==> config.mk <==
export PLATFORM = sky130hd
export DESIGN_NAME = decode_stream_scoreboard_flat
export DESIGN_NICKNAME = d
export VERILOG_FILES = /design/src/rtl/decode_stream_scoreboard_pkg.sv /design/src/rtl/decode_stream_scoreboard_if.sv /design/src/rtl/decode_stream_scoreboard_fifo.sv /design/src/rtl/decode_stream_scoreboard.sv /design/src/flat_wrapper.sv
export SDC_FILE = /design/constraint.sdc
export NUM_CORES = 2
export LEC_CHECK = 0
export ABC_AREA = 1
export BUFFER_PORTS_ARGS = -buffer_cell sky130_fd_sc_hd__clkbuf_2
export CAP_MARGIN = 20
export CELL_PAD_IN_SITES_DETAIL_PLACEMENT = 1
export CELL_PAD_IN_SITES_GLOBAL_PLACEMENT = 1
export CORE_MARGIN = 8
export CORE_UTILIZATION = 53
export DETAILED_ROUTE_END_ITERATION = 7
export PLACE_DENSITY_LB_ADDON = 0.1
export SLEW_MARGIN = 20
export SYNTH_ARGS = -nofsm -noshare
export SYNTH_HDL_FRONTEND = slang
export SYNTH_SLANG_ARGS = --single-unit
==> constraint.sdc <==
create_clock -name clk -period 12.11 [get_ports clk]
set_input_delay 1.8165 -clock clk [delete_from_list [all_inputs] [get_ports clk]]
set_output_delay 1.8165 -clock clk [all_outputs]
set_load 0.02 [all_outputs]
==> src/rtl/decode_stream_scoreboard_pkg.sv <==
// decsb_pkg: shared record type, field_mask bit positions and the masked
// record compare used by the decode stream scoreboard.
package decsb_pkg;

  localparam int DEF_CTRL_W = 64;

  localparam int FM_RD   = 0;
  localparam int FM_RS1  = 1;
  localparam int FM_RS2  = 2;
  localparam int FM_IMM  = 3;
  localparam int FM_CTRL = 4;
  localparam int FM_PC   = 5;

  typedef struct packed {
    logic [31:0]           pc;
    logic [4:0]            rd;
    logic [4:0]            rs1;
    logic [4:0]            rs2;
    logic [31:0]           imm;
    logic [DEF_CTRL_W-1:0] ctrl;
  } decsb_rec_t;

  // A pair matches when every field enabled in mask is equal; mask 0 always matches.
  function automatic logic rec_match(decsb_rec_t a, decsb_rec_t b, logic [5:0] mask);
    logic m;
    m = 1'b1;
    if (mask[FM_RD]   && (a.rd   != b.rd))   m = 1'b0;
    if (mask[FM_RS1]  && (a.rs1  != b.rs1))  m = 1'b0;
    if (mask[FM_RS2]  && (a.rs2  != b.rs2))  m = 1'b0;
    if (mask[FM_IMM]  && (a.imm  != b.imm))  m = 1'b0;
    if (mask[FM_CTRL] && (a.ctrl != b.ctrl)) m = 1'b0;
    if (mask[FM_PC]   && (a.pc   != b.pc))   m = 1'b0;
    return m;
  endfunction

endpackage

==> src/rtl/decode_stream_scoreboard_if.sv <==
// decode_stream_scoreboard_if: both record streams, run-time controls and all
// scoreboard results. master drives the streams, slave is the scoreboard.
interface decode_stream_scoreboard_if #(
  parameter int CTRL_W    = 64,
  parameter int CNT_W     = 32,
  parameter int LOG_DEPTH = 16
);
  localparam int LOG_AW = $clog2(LOG_DEPTH);

  logic              clear;
  logic              dut_valid;
  logic [31:0]       dut_pc;
  logic [4:0]        dut_rd;
  logic [4:0]        dut_rs1;
  logic [4:0]        dut_rs2;
  logic [31:0]       dut_imm;
  logic [CTRL_W-1:0] dut_ctrl;
  logic              gold_valid;
  logic [31:0]       gold_pc;
  logic [4:0]        gold_rd;
  logic [4:0]        gold_rs1;
  logic [4:0]        gold_rs2;
  logic [31:0]       gold_imm;
  logic [CTRL_W-1:0] gold_ctrl;
  logic [5:0]        field_mask;
  logic [LOG_AW-1:0] log_rd_idx;

  logic              cmp_valid;
  logic              cmp_match;
  logic [31:0]       cmp_pc;
  logic [CNT_W-1:0]  total_cnt;
  logic [CNT_W-1:0]  match_cnt;
  logic [CNT_W-1:0]  mismatch_cnt;
  logic              dut_full;
  logic              gold_full;
  logic              overflow_err;
  logic              timeout_err;
  logic [LOG_AW:0]   log_count;
  logic [31:0]       log_rd_pc;

  modport master (
    output clear, dut_valid, dut_pc, dut_rd, dut_rs1, dut_rs2, dut_imm, dut_ctrl,
           gold_valid, gold_pc, gold_rd, gold_rs1, gold_rs2, gold_imm, gold_ctrl,
           field_mask, log_rd_idx,
    input  cmp_valid, cmp_match, cmp_pc, total_cnt, match_cnt, mismatch_cnt,
           dut_full, gold_full, overflow_err, timeout_err, log_count, log_rd_pc
  );

  modport slave (
    input  clear, dut_valid, dut_pc, dut_rd, dut_rs1, dut_rs2, dut_imm, dut_ctrl,
           gold_valid, gold_pc, gold_rd, gold_rs1, gold_rs2, gold_imm, gold_ctrl,
           field_mask, log_rd_idx,
    output cmp_valid, cmp_match, cmp_pc, total_cnt, match_cnt, mismatch_cnt,
           dut_full, gold_full, overflow_err, timeout_err, log_count, log_rd_pc
  );
endinterface

==> src/rtl/decode_stream_scoreboard_fifo.sv <==
// decsb_fifo: synchronous FIFO with registered head storage. A push into a
// full FIFO is accepted only when a pop frees a slot in the same cycle.
module decsb_fifo #(
  parameter int WIDTH = 8,
  parameter int DEPTH = 8
) (
  input  logic             clk,
  input  logic             rst,
  input  logic             clear_i,
  input  logic             push_i,
  input  logic             pop_i,
  input  logic [WIDTH-1:0] data_i,
  output logic [WIDTH-1:0] head_o,
  output logic             full_o,
  output logic             empty_o
);
  localparam int AW = $clog2(DEPTH);
  localparam int CW = AW + 1;
  localparam logic [CW-1:0] FULL_CNT = CW'(DEPTH);

  logic [WIDTH-1:0] mem_q [DEPTH];
  logic [AW-1:0]    wr_ptr_q;
  logic [AW-1:0]    rd_ptr_q;
  logic [CW-1:0]    count_q;
  logic [CW-1:0]    count_d;
  logic             push_ok;
  logic             pop_ok;

  assign empty_o = (count_q == '0);
  assign full_o  = (count_q == FULL_CNT);
  assign pop_ok  = pop_i && !empty_o;
  assign push_ok = push_i && (!full_o || pop_ok);
  assign head_o  = mem_q[rd_ptr_q];

  // Occupancy follows accepted pushes and pops; simultaneous ones cancel.
  always_comb begin
    count_d = count_q;
    if (push_ok && !pop_ok) begin
      count_d = count_q + 1'b1;
    end else if (!push_ok && pop_ok) begin
      count_d = count_q - 1'b1;
    end
  end

  // Pointers and occupancy; reset or clear empties the FIFO at once.
  always_ff @(posedge clk or posedge rst) begin
    if (rst) begin
      wr_ptr_q <= '0;
      rd_ptr_q <= '0;
      count_q  <= '0;
    end else if (clear_i) begin
      wr_ptr_q <= '0;
      rd_ptr_q <= '0;
      count_q  <= '0;
    end else begin
      if (push_ok) wr_ptr_q <= wr_ptr_q + 1'b1;
      if (pop_ok)  rd_ptr_q <= rd_ptr_q + 1'b1;
      count_q <= count_d;
    end
  end

  // Storage needs no reset: slots are only read once counted as occupied.
  always_ff @(posedge clk) begin
    if (push_ok && !clear_i) mem_q[wr_ptr_q] <= data_i;
  end
endmodule

==> src/rtl/decode_stream_scoreboard.sv <==
// decode_stream_scoreboard: buffers DUT and golden decode records in two
// FIFOs, compares heads in order under field_mask, keeps saturating stats,
// a mismatch-PC log and sticky overflow/timeout flags.
// Optional: define DECSB_TRACE_EN for per-compare $display and print_summary.
module decode_stream_scoreboard
  import decsb_pkg::*;
#(
  parameter int DEPTH     = 8,
  parameter int CTRL_W    = DEF_CTRL_W,
  parameter int CNT_W     = 32,
  parameter int LOG_DEPTH = 16,
  parameter int TIMEOUT   = 1024
) (
  input logic clk,
  input logic rst,
  decode_stream_scoreboard_if.slave bus
);
  localparam int LOG_AW = $clog2(LOG_DEPTH);
  localparam int LCW    = LOG_AW + 1;
  localparam int TO_W   = $clog2(TIMEOUT + 1);
  localparam int REC_W  = $bits(decsb_rec_t);
  localparam logic [CNT_W-1:0] CNT_MAX = '1;
  localparam logic [LCW-1:0]   LOG_MAX = LCW'(LOG_DEPTH);
  localparam logic [TO_W-1:0]  TO_MAX  = TO_W'(TIMEOUT);

  decsb_rec_t dut_rec, gold_rec, dut_head, gold_head;
  logic dut_empty, gold_empty, dut_full, gold_full;
  logic pop, match_d, overflow_d, log_we;

  logic             cmp_valid_q, cmp_match_q, overflow_q, timeout_q;
  logic [31:0]      cmp_pc_q;
  logic [CNT_W-1:0] total_q, match_q, mismatch_q;
  logic [TO_W-1:0]  to_cnt_q, to_cnt_d;
  logic [LCW-1:0]   log_count_q;
  logic [31:0]      log_q [LOG_DEPTH];

  assign dut_rec  = '{pc: bus.dut_pc, rd: bus.dut_rd, rs1: bus.dut_rs1, rs2: bus.dut_rs2,
                      imm: bus.dut_imm, ctrl: DEF_CTRL_W'(bus.dut_ctrl)};
  assign gold_rec = '{pc: bus.gold_pc, rd: bus.gold_rd, rs1: bus.gold_rs1, rs2: bus.gold_rs2,
                      imm: bus.gold_imm, ctrl: DEF_CTRL_W'(bus.gold_ctrl)};

  decsb_fifo #(.WIDTH(REC_W), .DEPTH(DEPTH)) u_dut_fifo (
    .clk(clk), .rst(rst), .clear_i(bus.clear), .push_i(bus.dut_valid), .pop_i(pop),
    .data_i(dut_rec), .head_o(dut_head), .full_o(dut_full), .empty_o(dut_empty)
  );

  decsb_fifo #(.WIDTH(REC_W), .DEPTH(DEPTH)) u_gold_fifo (
    .clk(clk), .rst(rst), .clear_i(bus.clear), .push_i(bus.gold_valid), .pop_i(pop),
    .data_i(gold_rec), .head_o(gold_head), .full_o(gold_full), .empty_o(gold_empty)
  );

  assign pop        = !dut_empty && !gold_empty;
  assign match_d    = rec_match(dut_head, gold_head, bus.field_mask);
  assign overflow_d = (bus.dut_valid && dut_full && !pop) || (bus.gold_valid && gold_full && !pop);
  assign log_we     = pop && !match_d && (log_count_q < LOG_MAX) && !bus.clear;

  // Skew timer: runs while only one stream holds data, holds at TIMEOUT.
  always_comb begin
    to_cnt_d = to_cnt_q;
    if (pop || (dut_empty && gold_empty)) begin
      to_cnt_d = '0;
    end else if (to_cnt_q != TO_MAX) begin
      to_cnt_d = to_cnt_q + 1'b1;
    end
  end

  // Registered compare result, saturating statistics and sticky flags.
  always_ff @(posedge clk or posedge rst) begin
    if (rst) begin
      cmp_valid_q <= 1'b0;
      cmp_match_q <= 1'b0;
      cmp_pc_q    <= '0;
      total_q     <= '0;
      match_q     <= '0;
      mismatch_q  <= '0;
      overflow_q  <= 1'b0;
      timeout_q   <= 1'b0;
      to_cnt_q    <= '0;
      log_count_q <= '0;
    end else if (bus.clear) begin
      cmp_valid_q <= 1'b0;
      cmp_match_q <= 1'b0;
      cmp_pc_q    <= '0;
      total_q     <= '0;
      match_q     <= '0;
      mismatch_q  <= '0;
      overflow_q  <= 1'b0;
      timeout_q   <= 1'b0;
      to_cnt_q    <= '0;
      log_count_q <= '0;
    end else begin
      cmp_valid_q <= pop;
      if (pop) begin
        cmp_match_q <= match_d;
        cmp_pc_q    <= dut_head.pc;
        if (total_q != CNT_MAX) total_q <= total_q + 1'b1;
        if (match_d) begin
          if (match_q != CNT_MAX) match_q <= match_q + 1'b1;
        end else begin
          if (mismatch_q != CNT_MAX) mismatch_q <= mismatch_q + 1'b1;
        end
      end
      if (overflow_d) overflow_q <= 1'b1;
      to_cnt_q <= to_cnt_d;
      if (to_cnt_d == TO_MAX) timeout_q <= 1'b1;
      if (log_we) log_count_q <= log_count_q + 1'b1;
    end
  end

  // Mismatch PCs fill the log in order and stop once it is full.
  always_ff @(posedge clk) begin
    if (log_we) log_q[log_count_q[LOG_AW-1:0]] <= dut_head.pc;
  end

  assign bus.cmp_valid    = cmp_valid_q;
  assign bus.cmp_match    = cmp_match_q;
  assign bus.cmp_pc       = cmp_pc_q;
  assign bus.total_cnt    = total_q;
  assign bus.match_cnt    = match_q;
  assign bus.mismatch_cnt = mismatch_q;
  assign bus.dut_full     = dut_full;
  assign bus.gold_full    = gold_full;
  assign bus.overflow_err = overflow_q;
  assign bus.timeout_err  = timeout_q;
  assign bus.log_count    = log_count_q;
  assign bus.log_rd_pc    = ({1'b0, bus.log_rd_idx} < log_count_q) ? log_q[bus.log_rd_idx] : '0;

`ifdef DECSB_TRACE_EN
  // Simulation trace of every comparison with both records.
  always @(posedge clk) begin
    if (!rst && !bus.clear && pop) begin
      $display("%s pc=%h dut{rd=%0d rs1=%0d rs2=%0d imm=%h ctrl=%h} gold{pc=%h rd=%0d rs1=%0d rs2=%0d imm=%h ctrl=%h}",
               match_d ? "[MATCH]" : "[MISMATCH]", dut_head.pc,
               dut_head.rd, dut_head.rs1, dut_head.rs2, dut_head.imm, dut_head.ctrl,
               gold_head.pc, gold_head.rd, gold_head.rs1, gold_head.rs2, gold_head.imm, gold_head.ctrl);
    end
  end

  task automatic print_summary();
    $display("decsb total=%0d match=%0d mismatch=%0d overflow=%0b timeout=%0b logged=%0d",
             total_q, match_q, mismatch_q, overflow_q, timeout_q, log_count_q);
    for (int i = 0; i < LOG_DEPTH; i++) begin
      if (i < int'(log_count_q)) $display("decsb log[%0d] pc=%h", i, log_q[i]);
    end
  endtask
`endif
endmodule

==> src/flat_wrapper.sv <==
// flat-port wrapper written by rule: the top's interface ports become plain ports
module decode_stream_scoreboard_flat import decsb_pkg::*;
#(
  parameter int DEPTH     = 8,
  parameter int CTRL_W    = DEF_CTRL_W,
  parameter int CNT_W     = 32,
  parameter int LOG_DEPTH = 16,
  parameter int TIMEOUT   = 1024
)
  (clk, rst, bus_clear, bus_dut_valid, bus_dut_pc, bus_dut_rd, bus_dut_rs1, bus_dut_rs2, bus_dut_imm, bus_dut_ctrl, bus_gold_valid, bus_gold_pc, bus_gold_rd, bus_gold_rs1, bus_gold_rs2, bus_gold_imm, bus_gold_ctrl, bus_field_mask, bus_log_rd_idx, bus_cmp_valid, bus_cmp_match, bus_cmp_pc, bus_total_cnt, bus_match_cnt, bus_mismatch_cnt, bus_dut_full, bus_gold_full, bus_overflow_err, bus_timeout_err, bus_log_count, bus_log_rd_pc);
  decode_stream_scoreboard_if #(.CTRL_W(CTRL_W), .CNT_W(CNT_W), .LOG_DEPTH(LOG_DEPTH)) bus_i ();
  input logic clk;
  input logic rst;
  input wire logic [$bits(bus_i.clear)-1:0] bus_clear;
  input wire logic [$bits(bus_i.dut_valid)-1:0] bus_dut_valid;
  input wire logic [$bits(bus_i.dut_pc)-1:0] bus_dut_pc;
  input wire logic [$bits(bus_i.dut_rd)-1:0] bus_dut_rd;
  input wire logic [$bits(bus_i.dut_rs1)-1:0] bus_dut_rs1;
  input wire logic [$bits(bus_i.dut_rs2)-1:0] bus_dut_rs2;
  input wire logic [$bits(bus_i.dut_imm)-1:0] bus_dut_imm;
  input wire logic [$bits(bus_i.dut_ctrl)-1:0] bus_dut_ctrl;
  input wire logic [$bits(bus_i.gold_valid)-1:0] bus_gold_valid;
  input wire logic [$bits(bus_i.gold_pc)-1:0] bus_gold_pc;
  input wire logic [$bits(bus_i.gold_rd)-1:0] bus_gold_rd;
  input wire logic [$bits(bus_i.gold_rs1)-1:0] bus_gold_rs1;
  input wire logic [$bits(bus_i.gold_rs2)-1:0] bus_gold_rs2;
  input wire logic [$bits(bus_i.gold_imm)-1:0] bus_gold_imm;
  input wire logic [$bits(bus_i.gold_ctrl)-1:0] bus_gold_ctrl;
  input wire logic [$bits(bus_i.field_mask)-1:0] bus_field_mask;
  input wire logic [$bits(bus_i.log_rd_idx)-1:0] bus_log_rd_idx;
  output wire logic [$bits(bus_i.cmp_valid)-1:0] bus_cmp_valid;
  output wire logic [$bits(bus_i.cmp_match)-1:0] bus_cmp_match;
  output wire logic [$bits(bus_i.cmp_pc)-1:0] bus_cmp_pc;
  output wire logic [$bits(bus_i.total_cnt)-1:0] bus_total_cnt;
  output wire logic [$bits(bus_i.match_cnt)-1:0] bus_match_cnt;
  output wire logic [$bits(bus_i.mismatch_cnt)-1:0] bus_mismatch_cnt;
  output wire logic [$bits(bus_i.dut_full)-1:0] bus_dut_full;
  output wire logic [$bits(bus_i.gold_full)-1:0] bus_gold_full;
  output wire logic [$bits(bus_i.overflow_err)-1:0] bus_overflow_err;
  output wire logic [$bits(bus_i.timeout_err)-1:0] bus_timeout_err;
  output wire logic [$bits(bus_i.log_count)-1:0] bus_log_count;
  output wire logic [$bits(bus_i.log_rd_pc)-1:0] bus_log_rd_pc;
  assign bus_i.clear = bus_clear;
  assign bus_i.dut_valid = bus_dut_valid;
  assign bus_i.dut_pc = bus_dut_pc;
  assign bus_i.dut_rd = bus_dut_rd;
  assign bus_i.dut_rs1 = bus_dut_rs1;
  assign bus_i.dut_rs2 = bus_dut_rs2;
  assign bus_i.dut_imm = bus_dut_imm;
  assign bus_i.dut_ctrl = bus_dut_ctrl;
  assign bus_i.gold_valid = bus_gold_valid;
  assign bus_i.gold_pc = bus_gold_pc;
  assign bus_i.gold_rd = bus_gold_rd;
  assign bus_i.gold_rs1 = bus_gold_rs1;
  assign bus_i.gold_rs2 = bus_gold_rs2;
  assign bus_i.gold_imm = bus_gold_imm;
  assign bus_i.gold_ctrl = bus_gold_ctrl;
  assign bus_i.field_mask = bus_field_mask;
  assign bus_i.log_rd_idx = bus_log_rd_idx;
  assign bus_cmp_valid = bus_i.cmp_valid;
  assign bus_cmp_match = bus_i.cmp_match;
  assign bus_cmp_pc = bus_i.cmp_pc;
  assign bus_total_cnt = bus_i.total_cnt;
  assign bus_match_cnt = bus_i.match_cnt;
  assign bus_mismatch_cnt = bus_i.mismatch_cnt;
  assign bus_dut_full = bus_i.dut_full;
  assign bus_gold_full = bus_i.gold_full;
  assign bus_overflow_err = bus_i.overflow_err;
  assign bus_timeout_err = bus_i.timeout_err;
  assign bus_log_count = bus_i.log_count;
  assign bus_log_rd_pc = bus_i.log_rd_pc;
  decode_stream_scoreboard #(.DEPTH(DEPTH), .CTRL_W(CTRL_W), .CNT_W(CNT_W), .LOG_DEPTH(LOG_DEPTH), .TIMEOUT(TIMEOUT)) u_core (.clk(clk), .rst(rst), .bus(bus_i));
endmodule
==> metrics.txt <==
first-pass GRT wire length=639 mm; Post-Place Worst Slack=4.38 ns; Post-synth EDFFs=2800; FP Rows=181; CTS Buf Count=325; fin crit period=7.51 ns; Final ANT Viol Nets=0; PwrDens=221 nW/um^2; # Post-CTS Setup Buffers=0; DR DRC count=0; maximum fanout along the worst path=98; Fmax=133 MHz; Final Hold Fails=0; Clock Path Buffers=4; Setup CP Type=reg -> reg; vias after detailed routing=96.3k; Worst EP required=12.91 ns; Worst Hold Path EP=u_core.bus.cmp_pc[1]; Syn Area/Cell=10.3 sq um; combinational power share=0.320; DR WL/cell=26.9 um; clk root buf=clkbuf_16; Seq/Total Area, Yosys=0.685; final worst setup slack=4.60 ns; cts hold-fix bufs=0; Initial Util=0.531; Worst Setup End Kind=flip-flop; RR Startpoint=u_core.u_dut_fifo.rd_ptr_q[0]; share of power burned in registers=0.388; PostCTS Resize Cnt=0; final setup TNS=0 ns; DR pass1 iterations=5; post-route cell area=144000 sq um; Mapped Cells=12.5k; final core utilization=0.592; Vias per Instance=5.90; worst skew pair latency=0.98 ns; vias in the first global route=99.3k; final worst-path cycle share=0.620; Mapped Area=129000 sq um; drt initial violations=9917; largest net degree at the start of global routing=209; worst r2r dst=u_core.bus.match_cnt[2]; Max-slew headroom=0.188; PortBufs=471; P_sw=12.1 mW; Clk pin slew, worst setup/hold paths=0.06 ns; ranking of synthesized cells by area=edfxtp_1 65%, nand2_1 12%, nand3_1 4.4%, nor2_1 3.4%, inv_1 3.3%; outcome=completed; RSZ-0062 raised after global routing=false; layout overhead on the synthesized area=11.5%; Slew Viols, Final=0; CP Data Arrival Time=8.31 ns; GPL Wtd Cong=0.875; IO Count=472; share of cells above drive strength 1=0.0838; maximum VDD drop=0.000163 V; Die Width=509 um; Synth Net Count=12.8k; total of max-cap violations=0; Pint=19.6 mW; Yosys warnings=0; Hold Path Origin=u_core.bus.cmp_pc[1]; Final nets=13.1k; total grt overflow=0; CTS tree=built; area share of the largest cell type after synthesis=0.653; ys async rst share=0.0566; clock skew=0.0637 ns; Slew @ Worst Pin=1.22 ns; Die ar.=259000 sq um; Synth top cells by count=4152 x nand2_1, 2800 x edfxtp_1, 1177 x nor2_1, 1133 x nand3_1, 1122 x inv_1; Synth area leader=edfxtp_1; R2R Setup Slk=4.60 ns; most frequent cell after synthesis=nand2_1; DPL Wire Length=268 mm; clk sinks=2968; core footprint=243000 sq um; Finished Layout Cells=16.3k; Overall Power=31.7 mW; Hold WS=0.519 ns; Hold Path Cell Cnt=2; Inst Count DP=15.7k; reg2reg path depth=21; net switching fraction of the power=0.382; synth unique cells=44; fillers=25.9k; crit start category=flip-flop; Die Ht=509 um; # H-tree levels=5; Hold Path Class=reg -> reg; Seq cells post-synth=2968; clock share of power=0.292; initial antenna violation count=134; drt total wl=439 mm; most common flop cell mapped by yosys=edfxtp_1; Setup violations, final=0; Pleak=58.1 nW; GRT Overall Usage=0.330; cell area after placement=134000 sq um
critical path: stages (launching register included):
cell     delay [ns]
dfrtp_4        0.90
buf_4          0.82
buf_4          0.93
nand2_1        0.14
nand2_1        0.12
nand2_1        0.07
nand3_1        0.12
o21ai_1        0.15
nand2_1        0.12
nand2_1        0.06
nor2_1         0.57
nand2_1        0.13
nor2_1         0.26
nand2_1        0.11
nor2_1         0.11
nand2_1        0.30
nand2_1        0.39
nand3_2        0.33
nand2_2        0.59
nand3_2        0.68
nand2_1        0.23
nand2_1        0.08
registers in the layout, indices dropped and copies added (netlist names):
| register | cells |
|---|---|
| u_core.bus.cmp_match | 1 |
| u_core.bus.mismatch_cnt | 32 |
| u_core.bus.log_count | 5 |
| u_core.u_dut_fifo.mem_q | 1144 |
| u_core.u_gold_fifo.count_q | 4 |
| u_core.u_dut_fifo.rd_ptr_q | 3 |
| u_core.u_dut_fifo.count_q | 4 |
| u_core.u_gold_fifo.wr_ptr_q | 3 |
| u_core.bus.cmp_pc | 32 |
| u_core.u_dut_fifo.wr_ptr_q | 3 |
| u_core.bus.match_cnt | 32 |
| u_core.bus.timeout_err | 1 |
| u_core.bus.overflow_err | 1 |
| u_core.u_gold_fifo.mem_q | 1144 |
| u_core.bus.total_cnt | 32 |
| u_core.bus.cmp_valid | 1 |
| u_core.u_gold_fifo.rd_ptr_q | 3 |
| u_core.to_cnt_q | 11 |
| u_core.log_q | 512 |
worst max-delay path by stage:
stage                                      to                           start  cells past startpoint
6_report              u_core.bus.match_cnt[2]   u_core.u_dut_fifo.rd_ptr_q[0]                     21
5_1_grt               u_core.bus.match_cnt[4]  u_core.u_gold_fifo.rd_ptr_q[0]                     18
4_1_cts               u_core.bus.match_cnt[2]  u_core.u_gold_fifo.rd_ptr_q[0]                     22
3_5_place_dp         u_core.bus.match_cnt[25]  u_core.u_gold_fifo.rd_ptr_q[0]                     22
3_3_place_gp         u_core.bus.match_cnt[24]  u_core.u_gold_fifo.rd_ptr_q[0]                     22
2_1_floorplan  u_core.u_gold_fifo.mem_q[0][0]                       bus_clear                      7
layout by cell type, fill, tap and decap left out, drive strengths merged, types with 145 or more instances in the layout:
cell and n:
nor2 1179, edfxtp 2800, o21ai 676, dfrtp 168, inv 1136, a21oi 164, clkbuf 873, nand2 4153
nand3 1135, buf 145
power by group through the flow:
stage | Combinational (mW) | Clock [mW] | Sequential [mW]
finish | 10.2 | 9.26 | 12.3
global route | 11.0 | 9.68 | 12.3
CTS | 9.97 | 9.33 | 12.3
detailed placement | 9.86 | 0 | 12.5
global placement | 9.38 | 0 | 12.5
floorplan | 6.01 | 0 | 12.4
layout make-up:
type / count / area (sq um) / share of cell area
antenna: 79 / 198 / 0.00138
clock buffer: 405 / 8540 / 0.0594
clock inverter: 152 / 1090 / 0.00762
inverter: 1132 / 4320 / 0.0300
multi-input combinational: 7767 / 33500 / 0.234
sequential: 2968 / 88300 / 0.615
tap: 3202 / 4010 / 0.0279
timing repair buffer: 613 / 3640 / 0.0253
kinds of logic after synthesis:
kind of cell | share of synthesized area
buffers and inverters | 0.0564
DFF | 0.685
adders and majority gates | 0.00235
xor gates and xnor gates | 0.00367
and+or+nand+nor | 0.209
AOI/OAI and AO/OA | 0.0438
routing by layer:
layer / wire, um / GRT usage / vias to the layer above
met5: 464 / 0 / -
met4: 15300 / 0.127 / 74
met3: 42000 / 0.0841 / 852
met2: 204000 / 0.525 / 3936
met1: 177000 / 0.440 / 49000
li1: - / - / 42500
No activity file was read; power rests on OpenSTA's default activity.
